## src/rtl/xintf_divisor_capture.sv

```systemverilog
// -----------------------------------------------------------------------------
// xintf_divisor_capture
//
// Upstream stage of the clock-divisor master. DSP XINTF writes arrive on pins
// that are asynchronous to clk. They are synchronised here, and each write is
// committed only once its strobe has been seen to complete. The low and high
// 16-bit divisor words are paired into one 32-bit divisor, and every
// successful pair produces one divisor_update pulse.
//
// Every committed write is also presented to other consumers on
// wr_strobe/wr_addr/wr_data.
//
// Ports
//   clk            in   system clock
//   rst_n          in   asynchronous active-low reset
//   nCS            in   DSP chip select, active low, asynchronous to clk
//   nWR            in   DSP write strobe, active low, asynchronous to clk
//   address[14:0]  in   DSP address bus
//   data_in[15:0]  in   DSP data bus (write direction)
//   wr_strobe      out  one-cycle pulse per completed DSP write
//   wr_addr[14:0]  out  address of the last completed write
//   wr_data[15:0]  out  data of the last completed write
//   divisor[31:0]  out  current divisor {hi, lo}
//   divisor_update out  one-cycle pulse when the divisor is (re)loaded
//   pair_timeout   out  one-cycle pulse when a half pair is abandoned
//   pair_error     out  one-cycle pulse when a complete pair of 0 is rejected
// -----------------------------------------------------------------------------
module xintf_divisor_capture #(
   // Only bits [13:0] of the two word addresses are decoded.
   parameter logic [14:0] ADDR_LO     = 15'h400A,
   parameter logic [14:0] ADDR_HI     = 15'h400B,
   parameter int unsigned SYNC_STAGES = 2,
   parameter int unsigned TIMEOUT     = 1024,
   parameter logic [31:0] DIV_RESET   = 32'd187500
) (
   input  logic        clk,
   input  logic        rst_n,
   input  logic        nCS,
   input  logic        nWR,
   input  logic [14:0] address,
   input  logic [15:0] data_in,
   output logic        wr_strobe,
   output logic [14:0] wr_addr,
   output logic [15:0] wr_data,
   output logic [31:0] divisor,
   output logic        divisor_update,
   output logic        pair_timeout,
   output logic        pair_error
);

   localparam int unsigned TW = (TIMEOUT > 1) ? $clog2(TIMEOUT) : 1;
   localparam logic [TW-1:0] TimerLast = TW'(TIMEOUT - 1);

   // --------------------------------------------------------------------------
   // Synchronisers and aligned address/data delay line
   // --------------------------------------------------------------------------
   logic [SYNC_STAGES-1:0] ncs_sync_q;
   logic [SYNC_STAGES-1:0] nwr_sync_q;
   // Marks when the synchroniser holds real pin samples rather than reset values.
   logic [SYNC_STAGES-1:0] fill_q;
   logic [14:0]            addr_dly_q [SYNC_STAGES];
   logic [15:0]            data_dly_q [SYNC_STAGES];

   always_ff @(posedge clk or negedge rst_n) begin
      if (!rst_n) begin
         ncs_sync_q <= '1;
         nwr_sync_q <= '1;
         fill_q     <= '0;
         for (int unsigned i = 0; i < SYNC_STAGES; i++) begin
            addr_dly_q[i] <= '0;
            data_dly_q[i] <= '0;
         end
      end else begin
         ncs_sync_q    <= {ncs_sync_q[SYNC_STAGES-2:0], nCS};
         nwr_sync_q    <= {nwr_sync_q[SYNC_STAGES-2:0], nWR};
         fill_q        <= {fill_q[SYNC_STAGES-2:0], 1'b1};
         addr_dly_q[0] <= address;
         data_dly_q[0] <= data_in;
         for (int unsigned i = 1; i < SYNC_STAGES; i++) begin
            addr_dly_q[i] <= addr_dly_q[i-1];
            data_dly_q[i] <= data_dly_q[i-1];
         end
      end
   end

   logic        ncs_s;
   logic        nwr_s;
   logic        pipe_valid;
   logic        wr_act;
   logic [14:0] addr_al;
   logic [15:0] data_al;

   assign ncs_s      = ncs_sync_q[SYNC_STAGES-1];
   assign nwr_s      = nwr_sync_q[SYNC_STAGES-1];
   assign pipe_valid = fill_q[SYNC_STAGES-1];
   assign wr_act     = ~ncs_s & ~nwr_s;
   assign addr_al    = addr_dly_q[SYNC_STAGES-1];
   assign data_al    = data_dly_q[SYNC_STAGES-1];

   // --------------------------------------------------------------------------
   // Write capture: arm on leading edge, commit on trailing edge
   // --------------------------------------------------------------------------
   logic        act_q, act_d;
   logic        armed_q, armed_d;
   logic [14:0] sh_addr_q, sh_addr_d;
   logic [15:0] sh_data_q, sh_data_d;
   logic        wr_strobe_q, wr_strobe_d;
   logic [14:0] wr_addr_q, wr_addr_d;
   logic [15:0] wr_data_q, wr_data_d;
   logic        wr_rise;
   logic        wr_fall;

   always_comb begin
      // act_q reads as "active" until real samples arrive, so a write already
      // in progress at reset release never shows a leading edge.
      wr_rise     = pipe_valid & wr_act & ~act_q;
      wr_fall     = armed_q & ~wr_act;
      act_d       = pipe_valid ? wr_act : 1'b1;
      armed_d     = armed_q;
      sh_addr_d   = sh_addr_q;
      sh_data_d   = sh_data_q;
      wr_strobe_d = wr_fall;
      wr_addr_d   = wr_addr_q;
      wr_data_d   = wr_data_q;

      if (wr_rise) begin
         armed_d = 1'b1;
      end else if (wr_fall) begin
         armed_d = 1'b0;
      end

      // Track the bus for the whole active phase; the last sample wins.
      if (wr_act && (armed_q || wr_rise)) begin
         sh_addr_d = addr_al;
         sh_data_d = data_al;
      end

      if (wr_fall) begin
         wr_addr_d = sh_addr_q;
         wr_data_d = sh_data_q;
      end
   end

   always_ff @(posedge clk or negedge rst_n) begin
      if (!rst_n) begin
         act_q       <= 1'b1;
         armed_q     <= 1'b0;
         sh_addr_q   <= '0;
         sh_data_q   <= '0;
         wr_strobe_q <= 1'b0;
         wr_addr_q   <= '0;
         wr_data_q   <= '0;
      end else begin
         act_q       <= act_d;
         armed_q     <= armed_d;
         sh_addr_q   <= sh_addr_d;
         sh_data_q   <= sh_data_d;
         wr_strobe_q <= wr_strobe_d;
         wr_addr_q   <= wr_addr_d;
         wr_data_q   <= wr_data_d;
      end
   end

   // --------------------------------------------------------------------------
   // Divisor pair FSM
   // --------------------------------------------------------------------------
   typedef enum logic [1:0] {
      StIdle,
      StHaveLo,
      StHaveHi
   } pair_state_e;

   pair_state_e state_q, state_d;
   logic [TW-1:0] timer_q, timer_d;
   logic [15:0]   lo_sh_q, lo_sh_d;
   logic [15:0]   hi_sh_q, hi_sh_d;
   logic [31:0]   div_q, div_d;
   logic          upd_q, upd_d;
   logic          err_q, err_d;
   logic          to_q, to_d;
   logic          is_lo;
   logic          is_hi;
   logic          pair_done;
   logic [31:0]   cand;

   assign is_lo = wr_strobe_q && (wr_addr_q[13:0] == ADDR_LO[13:0]);
   assign is_hi = wr_strobe_q && (wr_addr_q[13:0] == ADDR_HI[13:0]);

   always_comb begin
      state_d   = state_q;
      timer_d   = timer_q;
      lo_sh_d   = lo_sh_q;
      hi_sh_d   = hi_sh_q;
      div_d     = div_q;
      upd_d     = 1'b0;
      err_d     = 1'b0;
      to_d      = 1'b0;
      pair_done = 1'b0;
      cand      = '0;

      unique case (state_q)
         StIdle: begin
            timer_d = '0;
            if (is_lo) begin
               lo_sh_d = wr_data_q;
               state_d = StHaveLo;
            end else if (is_hi) begin
               hi_sh_d = wr_data_q;
               state_d = StHaveHi;
            end
         end

         // A qualifying strobe is checked before the timer so it wins a tie.
         StHaveLo: begin
            if (is_lo) begin
               lo_sh_d = wr_data_q;
               timer_d = '0;
            end else if (is_hi) begin
               pair_done = 1'b1;
               cand      = {wr_data_q, lo_sh_q};
            end else if (timer_q == TimerLast) begin
               to_d    = 1'b1;
               state_d = StIdle;
               timer_d = '0;
               lo_sh_d = '0;
            end else begin
               timer_d = timer_q + 1'b1;
            end
         end

         StHaveHi: begin
            if (is_hi) begin
               hi_sh_d = wr_data_q;
               timer_d = '0;
            end else if (is_lo) begin
               pair_done = 1'b1;
               cand      = {hi_sh_q, wr_data_q};
            end else if (timer_q == TimerLast) begin
               to_d    = 1'b1;
               state_d = StIdle;
               timer_d = '0;
               hi_sh_d = '0;
            end else begin
               timer_d = timer_q + 1'b1;
            end
         end

         default: begin
            state_d = StIdle;
            timer_d = '0;
         end
      endcase

      if (pair_done) begin
         state_d = StIdle;
         timer_d = '0;
         lo_sh_d = '0;
         hi_sh_d = '0;
         // A zero divisor would stall the downstream divider, so it is refused.
         if (cand != '0) begin
            div_d = cand;
            upd_d = 1'b1;
         end else begin
            err_d = 1'b1;
         end
      end
   end

   always_ff @(posedge clk or negedge rst_n) begin
      if (!rst_n) begin
         state_q <= StIdle;
         timer_q <= '0;
         lo_sh_q <= '0;
         hi_sh_q <= '0;
         div_q   <= DIV_RESET;
         upd_q   <= 1'b0;
         err_q   <= 1'b0;
         to_q    <= 1'b0;
      end else begin
         state_q <= state_d;
         timer_q <= timer_d;
         lo_sh_q <= lo_sh_d;
         hi_sh_q <= hi_sh_d;
         div_q   <= div_d;
         upd_q   <= upd_d;
         err_q   <= err_d;
         to_q    <= to_d;
      end
   end

   assign wr_strobe      = wr_strobe_q;
   assign wr_addr        = wr_addr_q;
   assign wr_data        = wr_data_q;
   assign divisor        = div_q;
   assign divisor_update = upd_q;
   assign pair_timeout   = to_q;
   assign pair_error     = err_q;

endmodule
```

## config.mk

```make
export PLATFORM = sky130hd
export DESIGN_NAME = xintf_divisor_capture
export DESIGN_NICKNAME = d
export VERILOG_FILES = /design/src/rtl/xintf_divisor_capture.sv
export SDC_FILE = /design/constraint.sdc
export NUM_CORES = 1
export LEC_CHECK = 0
export BUFFER_PORTS_ARGS = -buffer_cell sky130_fd_sc_hd__buf_2
export CAP_MARGIN = 20
export CORE_MARGIN = 4
export CORE_UTILIZATION = 57
export CTS_CLUSTER_SIZE = 30
export DETAILED_ROUTE_END_ITERATION = 6
export PLACE_DENSITY_LB_ADDON = 0.08
export SYNTH_ARGS = -nofsm -noshare
export SYNTH_HDL_FRONTEND = slang
export SYNTH_SLANG_ARGS = --single-unit
```

## constraint.sdc

```tcl
create_clock -name clk -period 3.1 [get_ports clk]
set_clock_uncertainty 0.05 [all_clocks]
set_input_delay 0.93 -clock clk [delete_from_list [all_inputs] [get_ports clk]]
set_output_delay 0.93 -clock clk [all_outputs]
set_load 0.005 [all_outputs]
```

==> metrics.txt <==
Setup crit end kind flop; layout cell share with drive strength beyond 1 around a third; cell row count 43; # IOs 102; Hold-fix buffers, CTS 0; CTS resizes 0; R2R depth 6; Mapped Cells 615; max cap viols 0; Post-synth EDFFs 0; Clock transition at path regs ~0.06 ns; Tmin final approximately 2.8 ns; CTS tree yes; #FFs+latches synth approximately 210; Avg Vias per Cell about 5.5; n_diodes 0; hpwl dp roughly 11000 microns; crit path DAT 3.08 ns; RSZ-0062 raised after global routing false; total CTS buffers 22; Core ar. roughly 14000 sq um; Final period util slightly below 90%; antenna viol nets, final 0; hold endpoint fill_q[1]; Yosys top cell area share slightly above 60%; Slew Limit Fails 0; count leader, synth dfrtp_1; DRT iter0 DRCs around 390; Critical Path Max Stage Delay about 0.50 ns; Final Hold Vio Count 0; slowest cell on the critical path dfrtp_1; global-route usage over all layers between 20% and 30%; min-delay src fill_q[0]; Post-Syn Area approximately 8100 sq um; Fin Setup TNS 0 ns; dominant cells by area after synthesis dfrtp_1 (61%), mux2_4 (5.6%), a22o_1 (5.3%); Synth area leader dfrtp_1; first-pass GRT wire length ~27000 microns; largest net degree at the start of global routing 85; initial core utilization 58.09%; Vias 5108; Ys Warns 0; leak pwr 4.887 nW; Crit Path Class reg -> reg; DR DRC count 0; Area Growth Syn to Fin 19.18%; Most used DFF post-synth dfrtp_1; vias in the first global route around 5200; drt wl/cell roughly 17 microns; Slew @ Worst Pin about 1.1 ns; H-tree depth 1; Synth top cells by count dfrtp_1 (197), nand2_1 (105), a22o_1 (49), mux2_2 (31), mux2_4 (30); CTS root buf clkbuf_16; sequential area share after synthesis 66.02%; Nets 770; Netlist cell types 50; Die H approximately 130 microns; Min-Delay Path Class reg -> reg; DIE WIDTH approximately 130 microns; crit start category flop; CP Max Fanout 32; Buf/Inv on CP 1; GPL Wtd Cong between 0.8 and 0.9; # setup viols final 0; CP Data Required Time between 3 and 4 ns; CP top delay family simple AND/OR/NAND/NOR gates; Mapped Nets 655; worst skew pair latency 0.49 ns; r2r endpoint divisor[29]; Fmax achieved roughly 360 MHz; Power Density roughly 730 nW/um^2; R2R Setup Slk between 0.3 and 0.4 ns; IO buf count around 100; R2R Path Start wr_data[14]; full die area between 15000 and 20000 sq um; Worst VDD drop around 0.6 mV; drt pass-1 iters 5; slew margin rel. roughly a quarter; critical-path cell list or3_1 -> nor4_1 -> o211ai_1 -> a31oi_4 -> buf_12 -> mux2_4; maximum clock insertion buffer count 3; antenna violations before repair 0; hold_ws 0.2943 ns; Hold Crit Depth 0; WL final around 16000 microns; status finished, final reports clean; syn avg cell area around 13 sq um; fill count between 1000 and 1500; fraction of registers with async set/reset 100.0%; clk sink count roughly 210; Post-Route Utilization 69.24%; grt ovf 0; post-CTS setup repair buffer count 0
[routing by layer]
| metal | up-vias | wire length, microns | GRT usage (%) |
|---|---|---|---|
| li1 | 2371 | - | - |
| met1 | 2519 | 7154 | 30.88 |
| met2 | 176 | 7592 | 31.23 |
| met3 | 42 | 918 | 3.368 |
| met4 | 0 | 459 | 6.183 |
| met5 | - | 0 | 0 |
[metrics by stage]
stage,std cells,cell area [sq um],setup WS (ns),power [mW]
after global routing,926,9610,0.2282,7.320
after detailed placement,885,8845,0.3189,4.358
after CTS,925,9603,0.3020,7.037
after floorplan,615,8064,0.8113,3.838
after global placement,885,8845,0.3345,4.309
final,926,9610,0.3483,6.991
[cells in the final DEF (no fill, tap or decap), types with 6 or more instances in the layout]
cell / synthesis / final
clkbuf_16: 0 / 22
o21ai_0: 17 / 17
buf_2: 2 / 100
mux2_2: 31 / 31
nor3_1: 7 / 7
nor4_1: 8 / 8
o21ai_1: 13 / 11
dfstp_2: 15 / 15
inv_1: 22 / 22
mux2_4: 30 / 30
nand2_1: 105 / 105
dfrtp_1: 197 / 197
buf_4: 0 / 15
clkbuf_8: 0 / 8
and3_1: 6 / 6
nand3_1: 23 / 23
a22o_1: 49 / 49
nor2_1: 13 / 12
[registers in the layout (all words and copies together), names as in the netlist]
signal	flops
pair_timeout	1
addr_al	15
nwr_sync_q	2
fill_q	2
divisor	32
state_q	2
addr_dly_q	15
wr_addr	15
pair_error	1
hi_sh_q	16
sh_addr_q	15
wr_data	16
divisor_update	1
lo_sh_q	16
wr_strobe	1
data_al	16
sh_data_q	16
armed_q	1
data_dly_q	16
ncs_sync_q	2
timer_q	10
act_q	1
[power by group]
| group | internal (mW) | switching (mW) |
|---|---|---|
| clock | 1.64 | 1.03 |
| combinational | 0.422 | 0.519 |
| sequential | 3.07 | 0.305 |
[layout make-up]
class	count	area [sq um]	share of cell area (%)
clock inverters	7	96.34	1.002
flip-flops and latches	212	5324	55.40
clock buffers	33	661.9	6.887
inverters	22	82.58	0.8593
well taps	180	225.2	2.343
multi-input cells	354	2554	26.57
repair buffers	118	666.9	6.939
[cells by family after synthesis]
kind of cell,Yosys count,synth area share (%)
buffers and inverters,49,2.591
other,1,0.04650
AOI/OAI and AO/OA,97,9.092
adders and majority gates,5,0.7758
DFF,212,66.02
muxes,66,10.58
xor gates and xnor gates,2,0.2173
and+or+nand+nor,183,10.68
[worst max-delay path by stage]
stage	endpoint	slack (ns)	startpoint	cells past startpoint
floorplan	divisor[13]	0.81	wr_data[5]	6
global placement	divisor[0]	0.33	wr_data[14]	6
detailed placement	divisor[0]	0.32	wr_data[14]	6
CTS	divisor[0]	0.30	wr_data[14]	6
global route	divisor[0]	0.23	wr_data[14]	6
finish	divisor[29]	0.35	wr_data[14]	6
[worst reg2reg max path: stages, from the launching register on]
cell and delay (ns):
dfrtp_1 0.50, or3_1 0.47, nor4_1 0.49, o211ai_1 0.29, a31oi_4 0.22, buf_12 0.26, mux2_4 0.36
No activity file was read; power rests on OpenSTA's default activity.
